## config.mk

```make
export PLATFORM = sky130hd
export DESIGN_NAME = wordle_game_ctrl_flat
export DESIGN_NICKNAME = d
export VERILOG_FILES = /design/src/rtl/wordle_game_ctrl_if.sv /design/src/rtl/wordle_game_ctrl.sv /design/src/flat_wrapper.sv
export SDC_FILE = /design/constraint.sdc
export NUM_CORES = 1
export LEC_CHECK = 0
export CORE_AREA = 2 2 112 114
export DETAILED_ROUTE_END_ITERATION = 10
export DIE_AREA = 0 0 114 116
export GPL_TIMING_DRIVEN = 0
export PLACE_DENSITY = 0.85
export RECOVER_POWER = 25
export SLEW_MARGIN = 5
export SYNTH_ARGS = -nofsm -noshare
export SYNTH_HDL_FRONTEND = slang
export SYNTH_SLANG_ARGS = --single-unit
```

## constraint.sdc

```tcl
create_clock -name Clk -period 8.15 [get_ports Clk]
set_input_delay 0.815 -clock Clk [delete_from_list [all_inputs] [get_ports Clk]]
set_output_delay 0.815 -clock Clk [all_outputs]
set_load 0.02 [all_outputs]
```

## src/rtl/wordle_game_ctrl_if.sv

```systemverilog
// Front-end / display bundle for the Wordle controller: player inputs in,
// state flags, guess buffer and scoring results out.
interface wordle_game_ctrl_if #(
  parameter int WORD_LEN = 5,
  parameter int LETTER_W = 8
);
  localparam int CW = $clog2(WORD_LEN+1);

  logic                         Start;
  logic                         Ack;
  logic [WORD_LEN*LETTER_W-1:0] secret;
  logic                         letter_valid;
  logic [LETTER_W-1:0]          letter;
  logic                         backspace;
  logic                         submit;

  logic                         q_I, q_Entry, q_Score, q_Result, q_Done;
  logic [WORD_LEN*LETTER_W-1:0] guess;
  logic [CW-1:0]                letter_count;
  logic [3:0]                   guess_num;
  logic [2*WORD_LEN-1:0]        feedback;
  logic                         feedback_valid;
  logic                         win, lose;

  modport master (
    output Start, Ack, secret, letter_valid, letter, backspace, submit,
    input  q_I, q_Entry, q_Score, q_Result, q_Done, guess, letter_count,
           guess_num, feedback, feedback_valid, win, lose
  );

  modport slave (
    input  Start, Ack, secret, letter_valid, letter, backspace, submit,
    output q_I, q_Entry, q_Score, q_Result, q_Done, guess, letter_count,
           guess_num, feedback, feedback_valid, win, lose
  );
endinterface

```

## src/rtl/wordle_game_ctrl.sv

```systemverilog
// Wordle game controller: letter entry with backspace, two-pass serial scoring
// (exact matches first, then leftmost unused secret letter), win/lose tracking.
module wordle_game_ctrl #(
  parameter int WORD_LEN    = 5,
  parameter int MAX_GUESSES = 6,
  parameter int LETTER_W    = 8
) (
  input logic          Clk,
  input logic          reset,
  wordle_game_ctrl_if.slave bus
);
  localparam int CW = $clog2(WORD_LEN+1);
  localparam int IW = $clog2(WORD_LEN);

  typedef enum logic [2:0] {QI, QENTRY, QSCORE, QRESULT, QDONE} state_t;
  state_t state, state_nxt;

  logic [WORD_LEN-1:0][LETTER_W-1:0] secret_q, guess_q;
  logic [WORD_LEN-1:0][1:0]          fb_q;
  logic [WORD_LEN-1:0]               used;
  logic [CW-1:0]                     letter_count;
  logic [3:0]                        guess_num;
  logic [IW-1:0]                     idx;
  logic                              phase;
  logic                              win, lose;

  logic          last_idx, full, all_exact, match_found;
  logic [IW-1:0] match_j;

  assign last_idx = (idx == IW'(WORD_LEN-1));
  assign full     = (letter_count == CW'(WORD_LEN));

  // Leftmost unused secret position holding the letter under test;
  // scanning downward lets the lowest index overwrite the others.
  always_comb begin
    all_exact   = 1'b1;
    match_found = 1'b0;
    match_j     = '0;
    for (int k = 0; k < WORD_LEN; k++)
      if (fb_q[k] != 2'b10) all_exact = 1'b0;
    for (int j = WORD_LEN-1; j >= 0; j--)
      if (!used[j] && secret_q[j] == guess_q[idx]) begin
        match_found = 1'b1;
        match_j     = IW'(j);
      end
  end

  always_ff @(posedge Clk or negedge reset)
    if (!reset) state <= QI;
    else        state <= state_nxt;

  always_comb begin
    state_nxt          = state;
    bus.q_I            = 1'b0;
    bus.q_Entry        = 1'b0;
    bus.q_Score        = 1'b0;
    bus.q_Result       = 1'b0;
    bus.q_Done         = 1'b0;
    bus.feedback_valid = 1'b0;
    case (state)
      QI: begin
        bus.q_I = 1'b1;
        if (bus.Start) state_nxt = QENTRY;
      end
      QENTRY: begin
        bus.q_Entry = 1'b1;
        if (bus.submit && full) state_nxt = QSCORE;
      end
      QSCORE: begin
        bus.q_Score = 1'b1;
        if (phase && last_idx) state_nxt = QRESULT;
      end
      QRESULT: begin
        bus.q_Result       = 1'b1;
        bus.feedback_valid = 1'b1;
        if (bus.Ack) state_nxt = (win || lose) ? QDONE : QENTRY;
      end
      QDONE: begin
        bus.q_Done = 1'b1;
        if (bus.Ack) state_nxt = QI;
      end
      default: state_nxt = QI;
    endcase
  end

  always_ff @(posedge Clk or negedge reset) begin
    if (!reset) begin
      secret_q     <= '0;
      guess_q      <= '0;
      fb_q         <= '0;
      used         <= '0;
      letter_count <= '0;
      guess_num    <= '0;
      idx          <= '0;
      phase        <= 1'b0;
      win          <= 1'b0;
      lose         <= 1'b0;
    end else begin
      case (state)
        QI: if (bus.Start) begin
          secret_q     <= bus.secret;
          guess_q      <= '0;
          letter_count <= '0;
          guess_num    <= '0;
          fb_q         <= '0;
          win          <= 1'b0;
          lose         <= 1'b0;
        end
        QENTRY: begin
          if (bus.submit && full) begin
            guess_num <= guess_num + 4'd1;
            used      <= '0;
            idx       <= '0;
            phase     <= 1'b0;
          end else if (bus.backspace && letter_count != '0) begin
            letter_count <= letter_count - 1'b1;
            for (int k = 0; k < WORD_LEN; k++)
              if (CW'(k) == letter_count - 1'b1) guess_q[k] <= '0;
          end else if (bus.letter_valid && !full) begin
            letter_count <= letter_count + 1'b1;
            for (int k = 0; k < WORD_LEN; k++)
              if (CW'(k) == letter_count) guess_q[k] <= bus.letter;
          end
        end
        QSCORE: begin
          idx <= last_idx ? '0 : idx + 1'b1;
          if (!phase) begin
            if (guess_q[idx] == secret_q[idx]) begin
              fb_q[idx] <= 2'b10;
              used[idx] <= 1'b1;
            end else begin
              fb_q[idx] <= 2'b00;
            end
            if (last_idx) phase <= 1'b1;
          end else begin
            if (fb_q[idx] != 2'b10 && match_found) begin
              fb_q[idx]     <= 2'b01;
              used[match_j] <= 1'b1;
            end
            // Phase 2 never creates or removes an exact match, so all_exact is final here.
            if (last_idx) begin
              win  <= all_exact;
              lose <= !all_exact && (guess_num == 4'(MAX_GUESSES));
            end
          end
        end
        QRESULT: if (bus.Ack && !(win || lose)) begin
          guess_q      <= '0;
          letter_count <= '0;
        end
        default: ;
      endcase
    end
  end

  assign bus.guess        = guess_q;
  assign bus.letter_count = letter_count;
  assign bus.guess_num    = guess_num;
  assign bus.feedback     = fb_q;
  assign bus.win          = win;
  assign bus.lose         = lose;
endmodule
```

## src/flat_wrapper.sv

```systemverilog
// flat-port wrapper written by rule: the top's interface ports become plain ports
module wordle_game_ctrl_flat 
#(
  parameter int WORD_LEN    = 5,
  parameter int MAX_GUESSES = 6,
  parameter int LETTER_W    = 8
)
  (Clk, reset, bus_Start, bus_Ack, bus_secret, bus_letter_valid, bus_letter, bus_backspace, bus_submit, bus_q_I, bus_q_Entry, bus_q_Score, bus_q_Result, bus_q_Done, bus_guess, bus_letter_count, bus_guess_num, bus_feedback, bus_feedback_valid, bus_win, bus_lose);
  wordle_game_ctrl_if #(.WORD_LEN(WORD_LEN), .LETTER_W(LETTER_W)) bus_i ();
  input logic Clk;
  input logic reset;
  input wire logic [$bits(bus_i.Start)-1:0] bus_Start;
  input wire logic [$bits(bus_i.Ack)-1:0] bus_Ack;
  input wire logic [$bits(bus_i.secret)-1:0] bus_secret;
  input wire logic [$bits(bus_i.letter_valid)-1:0] bus_letter_valid;
  input wire logic [$bits(bus_i.letter)-1:0] bus_letter;
  input wire logic [$bits(bus_i.backspace)-1:0] bus_backspace;
  input wire logic [$bits(bus_i.submit)-1:0] bus_submit;
  output wire logic [$bits(bus_i.q_I)-1:0] bus_q_I;
  output wire logic [$bits(bus_i.q_Entry)-1:0] bus_q_Entry;
  output wire logic [$bits(bus_i.q_Score)-1:0] bus_q_Score;
  output wire logic [$bits(bus_i.q_Result)-1:0] bus_q_Result;
  output wire logic [$bits(bus_i.q_Done)-1:0] bus_q_Done;
  output wire logic [$bits(bus_i.guess)-1:0] bus_guess;
  output wire logic [$bits(bus_i.letter_count)-1:0] bus_letter_count;
  output wire logic [$bits(bus_i.guess_num)-1:0] bus_guess_num;
  output wire logic [$bits(bus_i.feedback)-1:0] bus_feedback;
  output wire logic [$bits(bus_i.feedback_valid)-1:0] bus_feedback_valid;
  output wire logic [$bits(bus_i.win)-1:0] bus_win;
  output wire logic [$bits(bus_i.lose)-1:0] bus_lose;
  assign bus_i.Start = bus_Start;
  assign bus_i.Ack = bus_Ack;
  assign bus_i.secret = bus_secret;
  assign bus_i.letter_valid = bus_letter_valid;
  assign bus_i.letter = bus_letter;
  assign bus_i.backspace = bus_backspace;
  assign bus_i.submit = bus_submit;
  assign bus_q_I = bus_i.q_I;
  assign bus_q_Entry = bus_i.q_Entry;
  assign bus_q_Score = bus_i.q_Score;
  assign bus_q_Result = bus_i.q_Result;
  assign bus_q_Done = bus_i.q_Done;
  assign bus_guess = bus_i.guess;
  assign bus_letter_count = bus_i.letter_count;
  assign bus_guess_num = bus_i.guess_num;
  assign bus_feedback = bus_i.feedback;
  assign bus_feedback_valid = bus_i.feedback_valid;
  assign bus_win = bus_i.win;
  assign bus_lose = bus_i.lose;
  wordle_game_ctrl #(.WORD_LEN(WORD_LEN), .MAX_GUESSES(MAX_GUESSES), .LETTER_W(LETTER_W)) u_core (.Clk(Clk), .reset(reset), .bus(bus_i));
endmodule
```

==> summary.md, run 1 <==
The run finished, with violations left. The final reports fail on max-capacitance violations, max-slew violations. In the layout the commonest cells are 138 x sky130_fd_sc_hd__nand2_1, 117 x sky130_fd_sc_hd__clkdlybuf4s50_1, 111 x sky130_fd_sc_hd__dfrtp_1.

For the number of endpoints with negative hold slack in the final report, the log shows 0. The fraction of final layout cells with drive strength greater than 1 is 11.5%. The critical hold path startpoint was u_core.used[1].

The run gives 5 as the first-pass iteration count of the detailed router. Dividing the detail-routed via count by the number of cells gives 6.24. The number of antenna violations at the first check in global routing was 0; the buffer count from post-CTS setup fixing was 0.

Post-route fraction of the period consumed by the critical path: 47.4%. The number of nets in the synthesized netlist is 824. From bottom edge to top edge, the die measures 116 µm. For this design the top-level I/O count stands at 120. Setup repair after global routing left no endpoint under its margin.

The number of setup violations in the final report is 0. For the total negative slack, the log shows 0 ns. For the total routed wirelength, the log shows 22,000 µm. The total of max-cap violations came out at 1. The tools report the launching instance or port of the critical path as u_core.idx[0]. The number of cells after detailed placement is 1,023, and the global routing usage summed across all routing layers is 34.4%. Counting flops with a built-in enable in the synthesized netlist gives 0. The total power came out at 0.00352 W. The kind of critical path was reg2reg. DRC violation count after routing: 0. Across all layers, the routed design uses 6,486 vias.

After routing the design area is 8470 µm². The worst-case vdd ir drop was 0.306 mV. The tree is rooted in a sky130_fd_sc_hd__clkbuf_16.

The kind of start point of the critical path is a flop. Ranked by total cell area, the synthesized netlist is headed by sky130_fd_sc_hd__dfrtp_1 41%, sky130_fd_sc_hd__mux2_2 9.1%, sky130_fd_sc_hd__nand2_1 7.6%. For this configuration, the core starts out at a cell density of 56.9%.

Input and output buffers added on the ports amount to 118. The clock net in this run drives a total of 111 sinks. Of all nets on the critical path, the largest fanout is 10. Summed over all nets, the half-perimeter wirelength after detailed placement is 16,600 µm.

The tools report the post-synthesis cell count as 757. The top cell type by area accounts for 41.0% of the synthesized area. The logs give 34,700 µm for the first-pass GRT wire length and 3.71 nW for the reported leakage power. The remaining antenna violation count after routing was 0. The number of gates given a new drive strength after cts was 0; the final non-filler cell total was 1,039.

The number of buffers on the longest clock path is 2. The pin count of the biggest net entering global routing was 60. The most common cell after layout, fill and taps aside was sky130_fd_sc_hd__nand2_1. sky130_fd_sc_hd__dfrtp_1 takes more of the synthesized area than any other cell. At the end of the flow, the number of nets in the layout was 954. For this block, the initial DRC count from the detailed router was 729. The congestion estimate from routability-driven global placement came to 1.01. The share of synthesized flip-flops with an asynchronous set or reset came out at 100%. For the finished layout, the period the worst path requires is 3.86 ns. The number of distinct library cells after synthesis is 68. Clock skew on the completed layout was measured at 0.0105 ns.

TritonCTS built the clock tree. Clock-pin slew was measured on the worst setup and hold paths at 0.08 ns. In this run the cell area measured after placement is 8170 µm². Counting flops and latches in the post-synthesis netlist gives 111. For this run, the register share of the synthesized area comes to 41.0%. Row generation in the floorplan step produced 40 rows. After detailed routing, the average wire length per cell comes to 21.2 µm.

Timing would allow up to 259 MHz. The required time at the endpoint of the critical path is 8.43 ns. Kind of path behind the tightest hold check: reg2reg. Averaged over all synthesized cells, the footprint is 8.95 µm². 0 antenna diodes ended up in the layout. The die covers 13,200 µm². The run gives 53 as the number of slew-limit violations in the final report. Among all flip-flop cells after synthesis, the most frequent one is sky130_fd_sc_hd__dfrtp_1. At the pin with the least slew margin, the transition time is 2.97 ns. At the worst endpoint, the arrival time is 4.14 ns. The max-slew headroom at the worst pin is -97.8%. The core region is 11,900 µm². In this run, CTS created clock tree buffers numbering 9.

The relative area change from synthesis to final layout is 25.0%. The endpoint type of the worst setup path was a flop. The horizontal die dimension is 114 µm. For the number of global-route vias before repair, the log shows 6,287. The tools report the number of buffers added to fix hold violations after cts as 0.

For this run the aggregate overflow at the end of global routing stands at 0. The Yosys warning count was 0. Setup slack closes at 4.29 ns. The tools report the count of H-tree levels built during CTS as 3.

The worst register-to-register path begins at u_core.idx[0]. The total standard cell area after synthesis was 6780 µm². OpenSTA, run right after detailed placement, puts the worst setup slack at 4.18 ns. Dividing total power by cell area gives a power density of 415 nW/µm². Clock latency on the worst-skew pair, taken at its later pin, is 0.37 ns.
[Yosys cell counts (3+ instances only)]
master and n:
sky130_fd_sc_hd__nand2_1 138, sky130_fd_sc_hd__dfrtp_1 111, sky130_fd_sc_hd__mux2_2 55, sky130_fd_sc_hd__o21ai_0 54, sky130_fd_sc_hd__inv_1 29, sky130_fd_sc_hd__nor2_1 28
sky130_fd_sc_hd__a21oi_1 27, sky130_fd_sc_hd__nor3_1 24, sky130_fd_sc_hd__clkbuf_1 23, sky130_fd_sc_hd__nand3_1 23, sky130_fd_sc_hd__and3_1 15, sky130_fd_sc_hd__nand4_1 14
sky130_fd_sc_hd__ha_1 12, sky130_fd_sc_hd__mux2i_1 12, sky130_fd_sc_hd__o22ai_1 12, sky130_fd_sc_hd__a22oi_1 11, sky130_fd_sc_hd__nor2b_1 10, sky130_fd_sc_hd__a21o_1 9
sky130_fd_sc_hd__buf_2 9, sky130_fd_sc_hd__xnor2_1 9, sky130_fd_sc_hd__a31oi_1 7, sky130_fd_sc_hd__nand2b_1 7, sky130_fd_sc_hd__a21boi_0 6, sky130_fd_sc_hd__o31ai_1 6
sky130_fd_sc_hd__a211oi_1 5, sky130_fd_sc_hd__a22o_1 5, sky130_fd_sc_hd__and2_1 5, sky130_fd_sc_hd__nor3b_1 5, sky130_fd_sc_hd__nor4_1 5, sky130_fd_sc_hd__or3_1 5
sky130_fd_sc_hd__or4_1 5, sky130_fd_sc_hd__buf_1 4, sky130_fd_sc_hd__buf_4 4, sky130_fd_sc_hd__buf_6 4, sky130_fd_sc_hd__o211ai_1 4, sky130_fd_sc_hd__xor2_1 4
sky130_fd_sc_hd__a2111oi_0 3, sky130_fd_sc_hd__a211o_1 3, sky130_fd_sc_hd__nand3b_1 3, sky130_fd_sc_hd__o21a_1 3
[final timing paths]
kind	to	slack (ns)	cells after the start
max	u_core.used[2]	4.29	11
min	u_core.used[1]	0.49	2
max reg2reg	u_core.used[2]	4.29	11
min reg2reg	u_core.used[1]	0.49	2
max in group asynchronous	u_core.bus.feedback[5]	5.06	1
min in group asynchronous	u_core.bus.guess[11]	1.39	1
[area by class of cell]
class | instances | area, µm²
Tap cell | 147 | 184
Inverter | 30 | 113
Timing Repair Buffer | 119 | 1200
Sequential cell | 111 | 2780
Clock inverter | 7 | 81.3
Fill cell | 955 | 3440
Clock buffer | 9 | 225
Buffer | 44 | 221
Multi-Input combinational cell | 572 | 3660
[per-layer routing]
layer	global-route usage [%]	up-vias	part of all wire [%]
met3	6.69	39	8.1
met2	54.0	333	45
met4	11.2	0	2.3
met5	0	-	0
met1	48.4	3128	44
li1	-	2986	-
[sequential cells by signal (all words and copies together), names as in the netlist]
name,count
u_core.secret_q,40
u_core.bus.guess,40
u_core.bus.letter_count,3
u_core.bus.feedback,10
u_core.phase,1
u_core.state,3
u_core.bus.guess_num,4
u_core.bus.win,1
u_core.idx,3
u_core.used,5
u_core.bus.lose,1
[through the flow]
stage / util [%] / hold slack, ns
6_report: 71.1 / 0.495
5_1_grt: 71.1 / 0.518
4_1_cts: 71.2 / 0.403
3_5_place_dp: 68.6 / 0.472
3_3_place_gp: 68.3 / 0.467
2_1_floorplan: - / 0.446
[power breakdown]
group          internal [W]  switching (W)
registers          0.000753       0.000225
clock network      0.000222       0.000238
logic              0.000871        0.00121
total               0.00185        0.00167
[cell families after synthesis]
family	Yosys count	share of synthesized area, %
simple gates	300	21.6
compound gates	179	17.4
flops	111	41.0
buf+inv	74	4.93
mux	68	11.1
xor+xnor	13	1.68
fa+ha+maj	12	2.22
[critical path, stage by stage (launching register included)]
cell and delay (ns):
sky130_fd_sc_hd__dfrtp_1 0.48, sky130_fd_sc_hd__buf_6 0.19, sky130_fd_sc_hd__buf_6 0.16, sky130_fd_sc_hd__mux2i_1 0.28, sky130_fd_sc_hd__nor2_1 0.11, sky130_fd_sc_hd__buf_2 0.21
sky130_fd_sc_hd__or3_1 0.36, sky130_fd_sc_hd__a2111oi_0 0.64, sky130_fd_sc_hd__nand4_1 0.30, sky130_fd_sc_hd__nor3b_2 0.29, sky130_fd_sc_hd__a2111o_1 0.49, sky130_fd_sc_hd__o31ai_1 0.26
Power figures use the tool's default switching activity.
==> run 2, diff against run 1 <==
CORE_AREA = 2 2 122 124   (was 2 2 112 114)
DIE_AREA = 0 0 124 126   (was 0 0 114 116)
PLACE_DENSITY = 0.76   (was 0.85)
clock period = 3.5 ns   (was 8.15 ns; I/O delays follow)
==> run 2 against run 1 <==
The flow still finishes with violations (max-capacitance violations, max-slew violations); die area grew 18%; fmax up 12%; sequential share of layout area down 0.76 points; largest power group unchanged; highest routed layer unchanged.
==> summary.md, run 2 (synthesis gave the netlist of run 1 again) <==
The tools report the count of clock tree sinks as 111 (unchanged). The total of max-cap violations is 1 (unchanged), and the clock insertion delay at the later pin of the skew report is 0.36 ns (was 0.37 ns). Global routing usage summed across all routing layers: 26.6% (was 34.4%). The initial cell density of the core came out at 47.3% (was 56.9%). The final cell area excluding filler cells is 8670 µm² (was 8470 µm²).

The number of buffers on the longest clock path was 2 (unchanged); the total of buffers placed on input and output ports was 118 (unchanged). DRC violation count after routing: 0 (unchanged). The flow ran to the end, but the final reports show violations. The buffer type at the clock tree root was sky130_fd_sc_hd__clkbuf_16 (unchanged). The count of H-tree levels built during CTS is 3 (unchanged), and the first-pass GRT wire length is 32,000 µm (was 34,700 µm).

The first-pass iteration count of the detailed router came out at 6 (was 5). The number of vias per cell is 5.92 (was 6.24). The wire length per cell is 19.2 µm (was 21.2 µm), and the number of slew-limit violations in the final report is 50 (was 53). The cell count of the worst hold path was 2 (unchanged). The run gives 0 ns (unchanged) as the total negative slack. Residual overflow from global routing: 0 (unchanged).

The half-perimeter wire length of the detailed placement result is 15,200 µm (was 16,600 µm). TritonCTS built the clock tree. The reported leakage power was 3.74 nW (was 3.71 nW); the die boundary height was 126 µm (was 116 µm). The pin count of the biggest net entering global routing was 63 (was 60). Clock transition time at the flip-flop clock pins of the worst setup and hold paths: 0.08 ns (about the same).

The logs give 6,017 (was 6,287) for the number of global-route vias before repair and 1.00 (was 1.01) for the weighted congestion reported at the end of routability-driven placement. The largest driver fanout on the critical path was 10 (unchanged). Setup repair after global routing left no endpoint under its margin. For the remaining antenna violation count after routing, the log shows 0 (unchanged). TritonCTS buffer count: 9 (unchanged). The number of rows created at floorplan was 44 (was 40); the post-route fraction of the period consumed by the critical path was 98.4% (was 47.4%). The number of DRC markers after the initial detailed-route iteration was 596 (was 729); the post-layout net count was 956 (was 954). The area inside the core boundary is 14,300 µm² (was 11,900 µm²). The number of setup violations in the final report was 0 (unchanged); the pin slew with the least headroom to its limit was 2.24 ns (was 2.97 ns). The clock skew came out at 0.0140 ns (was 0.0105 ns). The minimum setup slack after placement is -0.149 ns (was 4.18 ns), and the fraction of final layout cells with drive strength greater than 1 is 13.3% (was 11.5%).

The total via count in the routed design is 6,383 (was 6,486). The logs give 0 (unchanged) for the number of antenna violations at the first check in global routing and 20,700 µm (was 22,000 µm) for the total routed wirelength. The relative area change from synthesis to final layout came out at 28.0% (was 25.0%). Highest-count cells in the layout ignoring fill and taps: 138 x sky130_fd_sc_hd__nand2_1, 117 x sky130_fd_sc_hd__clkdlybuf4s50_1, 110 x sky130_fd_sc_hd__dfrtp_1 (was 138 x sky130_fd_sc_hd__nand2_1, 117 x sky130_fd_sc_hd__clkdlybuf4s50_1, 111 x sky130_fd_sc_hd__dfrtp_1). Kind of start point of the critical path: a flop (unchanged). The number of endpoints with negative hold slack in the final report is 0 (unchanged), and the worst reg2reg path depth is 12 (was 11). The tools report the endpoint type of the worst setup path as a flop (unchanged). The max-slew headroom at the worst pin is -49.2% (was -97.8%), and the placement-stage cell area is 8220 µm² (was 8170 µm²). The final-layout fill cell count is 1,242 (was 955). The data arrival time of the critical path is 3.71 ns (was 4.14 ns). The tools report the final worst setup slack as 0.0568 ns (was 4.29 ns). For the antenna diode instance count, the log shows 0 (unchanged). The power density of the placed cells was 955 nW/µm² (was 415 nW/µm²). The area of the die is 15,600 µm² (was 13,200 µm²), and the horizontal die dimension is 124 µm (was 114 µm). The kind of critical path was reg2reg (unchanged). The tools report the number of cells after detailed placement as 1,060 (was 1,023). The tools report the final non-filler cell total as 1,078 (was 1,039). The top-level I/O count was 120 (unchanged); the final critical path time including I/O delays and setup was 3.44 ns (was 3.86 ns). The most common cell after layout, fill and taps aside was sky130_fd_sc_hd__nand2_1 (unchanged). Failing checks: max-capacitance violations, max-slew violations (unchanged).

The worst-case vdd ir drop came out at 0.698 mV (was 0.306 mV). For the required time at the endpoint of the critical path, the log shows 3.77 ns (was 8.43 ns). For the upper clock frequency limit, the log shows 290 MHz (was 259 MHz). Kind of path behind the tightest hold check: reg2reg (unchanged).
run 2: cell count changes in the layout (fill, tap and decap cells not counted), moves of 2 or more:
cell,before,now
sky130_fd_sc_hd__a2111oi_0,3,0
sky130_fd_sc_hd__nor4_1,5,2
sky130_fd_sc_hd__a2111oi_2,0,2
sky130_fd_sc_hd__a31oi_4,0,2
sky130_fd_sc_hd__clkbuf_1,24,22
sky130_fd_sc_hd__clkbuf_2,0,2
sky130_fd_sc_hd__clkinvlp_4,0,2
sky130_fd_sc_hd__inv_6,2,0
sky130_fd_sc_hd__nor3_1,24,22
sky130_fd_sc_hd__nor3_2,0,2
sky130_fd_sc_hd__nor3b_2,2,0
sky130_fd_sc_hd__nor3b_4,0,2
sky130_fd_sc_hd__nor4_2,1,3
run 2: timing repair:
item	CTS	global route
endpoints found under the hold margin	49	0
gates cloned	0	0
pin swaps	1	3
hold buffers	1	0
resized for setup	4	24
endpoints found under the setup margin	7	31
buffers inserted	1	0
run 2: path summary, 6_finish.rpt:
kind | startpoint | end | slack [ns]
max in group asynchronous | reset | u_core.secret_q[7] | 0.87
min | u_core.used[2] | u_core.used[2] | 0.49
min reg2reg | u_core.used[2] | u_core.used[2] | 0.49
max reg2reg | u_core.idx[0] | u_core.used[3] | 0.06
max | u_core.idx[0] | u_core.used[3] | 0.06
min in group asynchronous | reset | u_core.bus.guess[12] | 1.32
run 2: area by class of cell:
cell class                      instances  area (µm²)  area share (%)
Clock buffer                           10         229            2.64
Buffer                                 44         224            2.58
Timing Repair Buffer                  121        1220            14.1
Tap cell                              184         230            2.65
Inverter                               30         113            1.30
Multi-Input combinational cell        572        3790            43.7
Clock inverter                          6        81.3           0.938
Sequential cell                       111        2780            32.0
run 2: per-layer routing:
layer	vias to the layer above	track usage, %	routed length, µm
li1	2993	-	-
met4	0	7.34	354
met5	-	0	0
met3	32	5.89	1580
met2	284	40.0	9400
met1	3074	38.6	9360
run 2: stage by stage:
stage	hold slack, ns	util, %	power (W)
finish	0.489	60.6	0.00828
global route	0.517	60.6	0.00873
CTS	0.493	59.8	0.00802
detailed placement	0.317	57.4	0.00687
global placement	0.468	57.2	0.00682
floorplan	0.0544	-	0.00534
run 2: where the power goes:
group / switching [W] / internal, W / total, W
Clock: 0.000510 / 0.000568 / 0.00108
Combinational: 0.00284 / 0.00210 / 0.00494
Sequential: 0.000511 / 0.00175 / 0.00227
run 2: worst max-delay path, stage by stage (launching register included):
cell                       delay (ns)
sky130_fd_sc_hd__dfrtp_2         0.42
sky130_fd_sc_hd__buf_6           0.16
sky130_fd_sc_hd__buf_6           0.17
sky130_fd_sc_hd__buf_2           0.30
sky130_fd_sc_hd__buf_2           0.36
sky130_fd_sc_hd__nor3b_1         0.10
sky130_fd_sc_hd__a21oi_1         0.19
sky130_fd_sc_hd__o22ai_1         0.14
sky130_fd_sc_hd__xnor2_1         0.17
sky130_fd_sc_hd__nor4_1          0.36
sky130_fd_sc_hd__nand4_1         0.22
sky130_fd_sc_hd__a2111o_1        0.49
sky130_fd_sc_hd__a211oi_1        0.25
==> run 3, diff against run 2 <==
CAP_MARGIN = 10   (was not set)
CORE_AREA = 2 2 112 114   (was 2 2 122 124)
DIE_AREA = 0 0 114 116   (was 0 0 124 126)
PLACE_DENSITY = 0.85   (was 0.76)
clock period = 4 ns   (was 3.5 ns; I/O delays follow)
==> run 3 against run 2 <==
Setup slack better by 0.052 ns; count of clock-buffer cells in the layout is 1 lower; global-route usage is 8.1 points higher; combinational power is 14% lower; via count is 1.5% higher; routed wire length is 6.9% higher; die area is 15% lower; utilization is 11 points higher; fmax is 12% lower; final cell count is 3.5% lower; the run still ends with max-capacitance violations, max-slew violations left; sequential power is 12% lower; critical endpoint is now u_core.used[2]; power is 13% lower.
==> summary.md, run 3 (synthesis gave the netlist of run 1 again) <==
The run finished, with violations left. Failing checks: max-capacitance violations, max-slew violations (unchanged). The clock skew came out at 0.0110 ns (was 0.0140 ns). For the number of cells after detailed placement, the log shows 1,023 (was 1,060). The DRC violation count after routing was 0 (unchanged); the antenna diode instance count was 0 (unchanged).

The logs give 9 (unchanged) for the TritonCTS buffer count and 59.1% (was 59.6%) for the part of the power in combinational logic. The total of buffers placed on input and output ports works out to 118 (unchanged). Number of buffers on the longest clock path: 2 (unchanged).

Setup repair after global routing left no endpoint under its margin. The tools report the total via count in the routed design as 6,479 (was 6,383). The required time at the endpoint of the critical path came out at 4.28 ns (was 3.77 ns). Highest-count cells in the layout ignoring fill and taps: 138 x sky130_fd_sc_hd__nand2_1, 117 x sky130_fd_sc_hd__clkdlybuf4s50_1, 111 x sky130_fd_sc_hd__dfrtp_1 (was 138 x sky130_fd_sc_hd__nand2_1, 117 x sky130_fd_sc_hd__clkdlybuf4s50_1, 110 x sky130_fd_sc_hd__dfrtp_1). The number of global-route vias before repair is 6,327 (was 6,017), and the half-perimeter wire length of the detailed placement result is 16,600 µm (was 15,200 µm). The number of vias per cell was 6.23 (was 5.92); the upper clock frequency limit was 257 MHz (was 290 MHz). Pin slew with the least headroom to its limit: 2.97 ns (was 2.24 ns).

The number of DRC markers after the initial detailed-route iteration is 702 (was 596). The tools report the number of endpoints with negative hold slack in the final report as 0 (unchanged). The worst-case vdd ir drop was 0.583 mV (was 0.698 mV); the fraction of final layout cells with drive strength greater than 1 was 11.5% (was 13.3%). The initial cell density of the core is 56.9% (was 47.3%).

The wire length per cell came out at 21.3 µm (was 19.2 µm). Count of H-tree levels built during CTS: 3 (unchanged). The net switching share of the total power is 47.6% (was 46.6%), and the reported leakage power is 3.72 nW (was 3.74 nW).

The sequential group share of total power was 27.8% (was 27.3%). The weighted congestion reported at the end of routability-driven placement was 1.01 (was 1.00); the area of the die was 13,200 µm² (was 15,600 µm²). For the clock insertion delay at the later pin of the skew report, the log shows 0.37 ns (was 0.36 ns). The logs give 0.00341 W (was 0.00386 W) for the power dissipated by switching net loads and 0 (unchanged) for the residual overflow from global routing. For the number of rows created at floorplan, the log shows 40 (was 44). The run gives 53 (was 50) as the number of slew-limit violations in the final report. The kind of path behind the tightest hold check was reg2reg (unchanged). The number of setup violations in the final report was 0 (unchanged). The tools report the first-pass iteration count of the detailed router as 5 (was 6). The kind of critical path is reg2reg (unchanged). The final critical path time including I/O delays and setup is 3.89 ns (was 3.44 ns). The kind of start point of the critical path was a flop (unchanged).

The pin count of the biggest net entering global routing is 60 (was 63), and the top-level I/O count is 120 (unchanged). The relative area change from synthesis to final layout was 25.1% (was 28.0%); the global routing usage summed across all routing layers was 34.7% (was 26.6%). For the first-pass GRT wire length, the log shows 34,900 µm (was 32,000 µm). For the max-slew headroom at the worst pin, the log shows -97.9% (was -49.2%). TritonCTS built the clock tree. The largest driver fanout on the critical path is 10 (unchanged), and the utilization after layout is 71.2% (was 60.6%). The post-route fraction of the period consumed by the critical path is 97.3% (was 98.4%). The buffer type at the clock tree root is sky130_fd_sc_hd__clkbuf_16 (unchanged).

The number of antenna violations at the first check in global routing is 0 (unchanged). The run gives 1 (unchanged) as the total of max-cap violations. The endpoint type of the worst setup path was a flop (unchanged). The data arrival time of the critical path was 4.17 ns (was 3.71 ns). The count of clock tree sinks was 111 (unchanged); the internal power contribution was 0.00376 W (was 0.00442 W). The most common cell after layout, fill and taps aside was sky130_fd_sc_hd__nand2_1 (unchanged). The logs give 13.1% (was 13.0%) for the clock share of power and 0 (unchanged) for the remaining antenna violation count after routing. The power density of the placed cells is 846 nW/µm² (was 955 nW/µm²).

The worst-case hold slack was 0.493 ns (was 0.489 ns). The horizontal die dimension works out to 114 µm (was 124 µm). The total power is 0.00717 W (was 0.00828 W). The logs give 958 (was 1,242) for the final-layout fill cell count and 22,100 µm (was 20,700 µm) for the total routed wirelength.

The post-layout net count is 955 (was 956). The area inside the core boundary was 11,900 µm² (was 14,300 µm²); the final non-filler cell total was 1,040 (was 1,078). The clock transition time at the flip-flop clock pins of the worst setup and hold paths came out at 0.08 ns (about the same).

The total negative slack came out at 0 ns (unchanged). The die boundary height came out at 116 µm (was 126 µm).
[run 3: changes by cell type in the layout (fill, tap and decap cells not counted), sizes merged]
| cell | before | now |
|---|---|---|
| bufinv | 1 | 0 |
| buf | 23 | 22 |
| inv | 30 | 34 |
| clkinvlp | 2 | 0 |
| dlygate4sd2 | 1 | 0 |
[run 3: per-layer routing]
metal  routed length [µm]  GRT usage [%]
met1                 9650           48.7
met2                10000           54.3
met3                 1890           6.75
met4                  586           11.7
met5                    0              0
[run 3: final cells by class]
cell class                      count  area, µm²  share of cell area [%]
Buffer                             44        221                    2.61
Clock buffer                        9        225                    2.66
Clock inverter                      7       81.3                   0.959
Inverter                           30        113                    1.33
Multi-Input combinational cell    572       3660                    43.2
Sequential cell                   111       2780                    32.8
Tap cell                          147        184                    2.17
Timing Repair Buffer              120       1210                    14.3
[run 3: stage by stage]
stage                     area, µm²  setup slack, ns
after detailed placement       8170            0.263
after floorplan                6780             1.09
after global placement         8140            -1.58
final                          8480            0.109
after CTS                      8490            0.276
after global routing           8480           0.0315
[run 3: worst paths after layout]
path | slack, ns | end | start | cells after the start
worst max-delay path | 0.11 | u_core.used[2] | u_core.idx[0] | 11
worst min-delay path | 0.49 | u_core.used[1] | u_core.used[1] | 2
worst max register to register | 0.11 | u_core.used[2] | u_core.idx[0] | 11
worst min register to register | 0.49 | u_core.used[1] | u_core.used[1] | 2
max in group asynchronous | 0.75 | u_core.bus.feedback[5] | reset | 2
min in group asynchronous | 1.55 | u_core.bus.guess[11] | reset | 2
[run 3: what timing repair did]
action	4_1_cts	5_1_grt
endpoints found under the hold margin	16	0
hold buffers	1	0
setup buffers	0	0
resized for setup	0	0
[run 3: power by group through the flow]
stage                     clock network, W  logic, W  registers (W)
after floorplan                          0   0.00263        0.00204
after global placement                   0   0.00407        0.00196
after detailed placement                 0   0.00414        0.00198
after CTS                         0.000945   0.00417        0.00197
after global routing              0.000988   0.00458        0.00203
final                             0.000940   0.00424        0.00199
[run 3: critical path, cell delays in order (launching register included)]
cell and delay (ns):
sky130_fd_sc_hd__dfrtp_1 0.48, sky130_fd_sc_hd__buf_6 0.19, sky130_fd_sc_hd__buf_6 0.16, sky130_fd_sc_hd__mux2i_1 0.28, sky130_fd_sc_hd__nor2_1 0.11, sky130_fd_sc_hd__buf_2 0.21, sky130_fd_sc_hd__or3_1 0.36, sky130_fd_sc_hd__a2111oi_0 0.66
sky130_fd_sc_hd__nand4_1 0.31, sky130_fd_sc_hd__nor3b_2 0.29, sky130_fd_sc_hd__a2111o_1 0.48, sky130_fd_sc_hd__o31ai_1 0.26
